## src/rtl/tx_cordic_upconverter.sv

```systemverilog
// tx_cordic_upconverter: transmit-side CORDIC upconverter.
// Rotates baseband (I, Q) by a free-running 32-bit NCO phase and emits the
// rounded, saturated real part as a DAC word, one sample per clock.
// Optional build macro: TX_CORDIC_GAIN_COMP_EN adds a registered
// 19898/32768 gain-compensation multiply (unity gain, one extra edge).
module tx_cordic_upconverter #(
  parameter int IN_WIDTH  = 16,
  parameter int OUT_WIDTH = 14,
  parameter int STG       = 18
) (
  input  logic                        clock,
  input  logic                        reset_n,
  input  logic [31:0]                 frequency,
  input  logic                        phase_sync,
  input  logic signed [IN_WIDTH-1:0]  in_I,
  input  logic signed [IN_WIDTH-1:0]  in_Q,
  input  logic                        in_valid,
  output logic signed [OUT_WIDTH-1:0] out_data,
  output logic                        out_valid
);
  localparam int WR  = IN_WIDTH + 2;
  localparam int WZ  = STG + 2;
  localparam int OSH = WR - OUT_WIDTH - 1;
`ifdef TX_CORDIC_GAIN_COMP_EN
  localparam int SW  = WR + 16;
  localparam int SH  = OSH + 15;
  localparam int LAT = STG + 3;
  localparam logic signed [SW-1:0] GC = SW'(19898);
`else
  localparam int SW  = WR;
  localparam int SH  = OSH;
  localparam int LAT = STG + 2;
`endif
  localparam logic signed [SW:0] RND  = (SW + 1)'(1) << (SH - 1);
  localparam logic signed [SW:0] MAXV = (SW + 1)'((1 << (OUT_WIDTH - 1)) - 1);
  localparam logic signed [SW:0] MINV = ~MAXV;

  // atan(2^-i) on the NCO scale (2^32 == 2*pi)
  function automatic logic [31:0] atan32(input int i);
    case (i)
      0:  return 32'd536870912;
      1:  return 32'd316933406;
      2:  return 32'd167458907;
      3:  return 32'd85004756;
      4:  return 32'd42667331;
      5:  return 32'd21354465;
      6:  return 32'd10679838;
      7:  return 32'd5340245;
      8:  return 32'd2670163;
      9:  return 32'd1335087;
      10: return 32'd667544;
      11: return 32'd333772;
      12: return 32'd166886;
      13: return 32'd83443;
      14: return 32'd41722;
      15: return 32'd20861;
      16: return 32'd10430;
      17: return 32'd5215;
      18: return 32'd2608;
      19: return 32'd1304;
      20: return 32'd652;
      21: return 32'd326;
      22: return 32'd163;
      23: return 32'd81;
      24: return 32'd41;
      25: return 32'd20;
      26: return 32'd10;
      27: return 32'd5;
      default: return 32'd3;
    endcase
  endfunction

  // Residual-angle LSB weighs 2^(30-WZ) NCO units; round to that grid.
  // The i=0 constant (pi/4) wraps to -2^(WZ-1), which is harmless in the
  // modular Z arithmetic since the result always lands in range.
  function automatic logic [WZ-1:0] atan_z(input int i);
    logic [32:0] t;
    t = ({1'b0, atan32(i)} + (33'd1 << (29 - WZ))) >> (30 - WZ);
    return t[WZ-1:0];
  endfunction

  // Arithmetic shift right with round-half-up (adds the last bit shifted out)
  function automatic logic signed [WR-1:0] rshift(input logic signed [WR-1:0] v, input int sh);
    logic signed [WR-1:0] t;
    t = v >>> sh;
    if (sh > 0) t = t + {{(WR - 1){1'b0}}, v[sh-1]};
    return t;
  endfunction

  logic [31:0]                 phase_q, phase_d;
  logic signed [IN_WIDTH-1:0]  cap_i_q, cap_i_d, cap_q_q, cap_q_d;
  logic [WZ+1:0]               cap_ph_q, cap_ph_d;
  logic [LAT:0]                vld_q, vld_d;
  logic signed [WR-1:0]        x_q [0:STG];
  logic signed [WR-1:0]        x_d [0:STG];
  logic signed [WR-1:0]        y_q [0:STG];
  logic signed [WR-1:0]        y_d [0:STG];
  logic [WZ-1:0]               z_q [0:STG];
  logic [WZ-1:0]               z_d [0:STG];
  logic signed [WR-1:0]        fold_i, fold_q;
  logic [1:0]                  quad;
  logic signed [SW-1:0]        scaled;
  logic signed [SW:0]          rsum, rq;
  logic signed [OUT_WIDTH-1:0] out_q, out_d;
`ifdef TX_CORDIC_GAIN_COMP_EN
  logic signed [SW-1:0]        prod_q, prod_d;
`endif

  // NCO update, gated input capture (with pre-update phase) and valid shift
  always_comb begin
    phase_d  = phase_sync ? 32'd0 : phase_q + frequency;
    cap_i_d  = in_valid ? in_I : '0;
    cap_q_d  = in_valid ? in_Q : '0;
    cap_ph_d = phase_q[31 -: WZ + 2];
    vld_d    = {vld_q[LAT-1:0], in_valid};
  end

  // Quadrant fold into [-pi/4, pi/4) followed by the micro-rotation stages
  always_comb begin
    x_d    = '{default: '0};
    y_d    = '{default: '0};
    z_d    = '{default: '0};
    fold_i = {{(WR - IN_WIDTH){cap_i_q[IN_WIDTH-1]}}, cap_i_q};
    fold_q = {{(WR - IN_WIDTH){cap_q_q[IN_WIDTH-1]}}, cap_q_q};
    quad   = cap_ph_q[WZ+1:WZ] + {1'b0, cap_ph_q[WZ-1]};
    case (quad)
      2'd0:    begin x_d[0] = fold_i;  y_d[0] = fold_q;  end
      2'd1:    begin x_d[0] = -fold_q; y_d[0] = fold_i;  end
      2'd2:    begin x_d[0] = -fold_i; y_d[0] = -fold_q; end
      default: begin x_d[0] = fold_q;  y_d[0] = -fold_i; end
    endcase
    z_d[0] = cap_ph_q[WZ-1:0];
    for (int i = 0; i < STG; i++) begin
      logic signed [WR-1:0] dx, dy;
      dx = rshift(x_q[i], i);
      dy = rshift(y_q[i], i);
      if (!z_q[i][WZ-1]) begin
        x_d[i+1] = x_q[i] - dy;
        y_d[i+1] = y_q[i] + dx;
        z_d[i+1] = z_q[i] - atan_z(i);
      end else begin
        x_d[i+1] = x_q[i] + dy;
        y_d[i+1] = y_q[i] - dx;
        z_d[i+1] = z_q[i] + atan_z(i);
      end
    end
  end

  // Optional gain compensation, then round-half-up and saturate to the DAC width
  always_comb begin
`ifdef TX_CORDIC_GAIN_COMP_EN
    prod_d = $signed({{(SW - WR){x_q[STG][WR-1]}}, x_q[STG]}) * GC;
    scaled = prod_q;
`else
    scaled = x_q[STG];
`endif
    rsum = {scaled[SW-1], scaled} + RND;
    rq   = rsum >>> SH;
    if (rq > MAXV)      out_d = MAXV[OUT_WIDTH-1:0];
    else if (rq < MINV) out_d = MINV[OUT_WIDTH-1:0];
    else                out_d = rq[OUT_WIDTH-1:0];
  end

  // Pipeline registers; reset clears every stage so in-flight samples vanish
  always_ff @(posedge clock or negedge reset_n) begin
    if (!reset_n) begin
      phase_q  <= '0;
      cap_i_q  <= '0;
      cap_q_q  <= '0;
      cap_ph_q <= '0;
      vld_q    <= '0;
      x_q      <= '{default: '0};
      y_q      <= '{default: '0};
      z_q      <= '{default: '0};
      out_q    <= '0;
`ifdef TX_CORDIC_GAIN_COMP_EN
      prod_q   <= '0;
`endif
    end else begin
      phase_q  <= phase_d;
      cap_i_q  <= cap_i_d;
      cap_q_q  <= cap_q_d;
      cap_ph_q <= cap_ph_d;
      vld_q    <= vld_d;
      x_q      <= x_d;
      y_q      <= y_d;
      z_q      <= z_d;
      out_q    <= out_d;
`ifdef TX_CORDIC_GAIN_COMP_EN
      prod_q   <= prod_d;
`endif
    end
  end

  assign out_data  = out_q;
  assign out_valid = vld_q[LAT];

endmodule

```

## config.mk

```make
export PLATFORM = sky130hd
export DESIGN_NAME = tx_cordic_upconverter
export DESIGN_NICKNAME = d
export VERILOG_FILES = /design/src/rtl/tx_cordic_upconverter.sv
export SDC_FILE = /design/constraint.sdc
export NUM_CORES = 2
export LEC_CHECK = 0
export CORE_MARGIN = 2
export CORE_UTILIZATION = 50
export DETAILED_ROUTE_END_ITERATION = 8
export GPL_ROUTABILITY_DRIVEN = 0
export PLACE_DENSITY = 0.67
export SLEW_MARGIN = 40
export SYNTH_ARGS = -nofsm -noshare
export SYNTH_HDL_FRONTEND = slang
export SYNTH_SLANG_ARGS = --single-unit
```

## constraint.sdc

```tcl
create_clock -name clock -period 4.1 [get_ports clock]
set_input_delay 0.82 -clock clock [delete_from_list [all_inputs] [get_ports clock]]
set_output_delay 0.82 -clock clock [all_outputs]
set_load 0.01 [all_outputs]
```

==> impl_metrics.yaml <==
floorplan:
  io_pins: 83
  start_util_pct: 50.2
  die_h_um: 410
  core.rowCount: 149
  die-area_sq_um: 168000
  die_w_um: 410
  core_area_sq_um: 164000
layout:
  layout.nets: 10289
  drive_above_1_share_pct: 8.60
  fin_area_sq_um: 92900
  final_cell_mix: "dfrtp_1 (1,093), ha_1 (1,005), xnor2_1 (900)"
  area_growth_pct: 12.6
  n_fill_cell: 14283
  diodes: 0
  final_common_cell: "dfrtp_1"
timing:
  maxSlewHeadroom_pct: 47.8
  setup_viol_count_final: 0
  clock_skew_ps: 31.0
  hold_viol: 0
  min_period_over_period_pct: 96.3
  worst-slew-pin-transition_ps: 783
  slew_viol_final: 0
  fmax_ghz: 0.253
  holdWs_ps: 338
  final.min_clock_period_ps: 3950
synth:
  synth_edf_count: 0
  yosysSeqAreaShare_pct: 33.6
  ys_warn_count: 0
  async_flop_share_pct: 100
  synth_cell_type_count: 116
  synthFlopType: "dfrtp_1"
  synthCells: 8836
  syn-cell-area_sq_um: 82500
  synth.area.top_cells: "dfrtp_1 (34%), ha_1 (16%), xnor2_1 (9.7%), xor2_1 (4.4%), a21oi_1 (4.2%)"
  synth_nets: 10003
  synth_top_area_cell: "dfrtp_1"
  synth-seq-cells: 1107
  syn_avg_cell_area_sq_um: 9.34
  synth_top_area_share_pct: 33.6
setup_path:
  rrSetupSlack_ps: 150
  r2r_cells: 15
  cp-end-kind: "register"
  path_max_fanout: 4
  r2r-start: "y_q[187]"
  critical_path_required_ps: 4730
  r2r_end: "x_q[176]"
  cp_data_arrival_time_ps: 4570
  startpoint_type: "register"
  critPathKind: "register to register"
  worstSetupStartpoint: "y_q[187]"
clock_network:
  cts_buffers: 133
  cts.reportedPaths.clkPinSlew_ps: 60
  clk_latency_ps: 780
  cts_max_level: 4
  cts_tree: "built"
  clockRootBuffer: "clkbuf_16"
  cts.sinks: 1107
  clk_path_buf_depth: 3
placement:
  place_area_sq_um: 87000
  io_buffer_count: 82
  dp_hpwl_um: 157000
detailed_routing:
  drc: 0
  routed_wirelength_um: 200000
  vias: 64932
  vias_per_cell: 5.69
  drt_first_pass_iters: 6
  drt-initial-drc-count: 4294
  ant_nets: 0
  wl_per_cell_um: 17.6
global_route:
  gr-total-overflow: 0
  grt_max_degree: 119
  track_usage_pct: 23.4
  grt_pass1_wl_um: 323000
  first_global_vias: 64053
  antenna_found_initial: 2
run:
  drv_cap: 0
hold_path:
  hp-class: "register to register"
  hold_path_depth: 0
  holdPathEnd: "z_q[183]"
  hold_start: "z_q[203]"
outcome:
  status: "completed"
Yosys cell counts, types with 35 or more instances:
| master | n |
|---|---|
| a211oi_1 | 55 |
| a21o_1 | 253 |
| a21oi_1 | 685 |
| a31oi_1 | 118 |
| and2_1 | 95 |
| and3_1 | 162 |
| buf_2 | 35 |
| clkbuf_1 | 97 |
| dfrtp_1 | 1107 |
| fa_1 | 52 |
| ha_1 | 1047 |
| inv_1 | 428 |
| mux2i_1 | 48 |
| nand2_1 | 457 |
| nand2b_1 | 89 |
| nand3_1 | 277 |
| nand4_1 | 64 |
| nor2_1 | 799 |
| nor2b_1 | 116 |
| nor3_1 | 211 |
| o211ai_1 | 37 |
| o21a_1 | 145 |
| o21ai_0 | 379 |
| o21bai_1 | 89 |
| o31ai_1 | 43 |
| or2_2 | 39 |
| or3_1 | 70 |
| xnor2_1 | 910 |
| xor2_1 | 417 |
routing by layer:
layer | share of wire [%] | global-route usage [%] | vias to the layer above
met4 | 4.3 | 9.91 | 0
met2 | 50 | 41.5 | 1401
met5 | 0 | 0 | -
met1 | 42 | 28.3 | 31196
li1 | - | - | 31908
met3 | 4.1 | 3.27 | 427
worst max path at each step:
stage               slack (ps)       end  depth (start not counted)
finish                     150  x_q[176]                         15
global route               -40  y_q[179]                         19
CTS                        -40  x_q[287]                         18
detailed placement         -50   x_q[89]                         17
global placement           -50  y_q[287]                         19
floorplan                  110  y_q[287]                         19
worst max-delay path: stages (launching register included):
cell,delay [ps]
dfrtp_1,400
ha_1,240
ha_1,290
inv_1,60
ha_1,300
mux2_2,300
fa_1,440
a21o_1,170
a21oi_1,310
o21ai_0,160
or3_1,360
nand3_1,130
a31oi_1,170
and2_1,210
o21ai_0,140
a221oi_1,110
registers in the layout, summed over array words and instances (netlist names):
name	cells
cap_q_q	16
cap_ph_q	22
z_q	339
y_q	307
out_data	14
phase_q	32
x_q	324
cap_i_q	16
vld_q	21
scaled	16
cell type report:
| type | instances | area, sq um | share of cell area (%) |
|---|---|---|---|
| multi-input combinational | 7140 | 53600 | 57.7 |
| sequential | 1107 | 27700 | 29.8 |
| clock buffer | 185 | 3900 | 4.20 |
| tap | 2189 | 2740 | 2.95 |
| timing repair buffer | 306 | 2650 | 2.85 |
| inverter | 434 | 1630 | 1.75 |
| clock inverter | 51 | 657 | 0.707 |
cells by family after synthesis:
logic type,synth area share (%)
buffers and inverters,2.77
and+or+nand+nor,14.9
adders and majority gates,17.1
xor gates and xnor gates,14.1
muxes,1.05
AOI/OAI and AO/OA,16.4
DFF,33.6
stage by stage:
step / util, % / setup WS (ps) / TNS (ps) / std cells
after floorplan: - / 106 / 0 / 8836
after global placement: 52.9 / -48.9 / -48.9 / 11146
after detailed placement: 52.9 / -48.6 / -146 / 11146
after CTS: 55.7 / -36.8 / -36.8 / 11384
after global routing: 56.5 / -36.9 / -282 / 11412
final: 56.5 / 152 / 0 / 11412
timing repair:
| action | in CTS | in global routing |
|---|---|---|
| endpoints found under the hold margin | 9 | 0 |
| hold buffers | 1 | 0 |
| pin swaps | 0 | 49 |
| setup endpoints to repair | 8 | 106 |
| resized for setup | 7 | 255 |
| setup buffers | 1 | 28 |
Power is not shown: default switching activity piles up to over one toggle a cycle in this logic, so the estimate is an artifact.
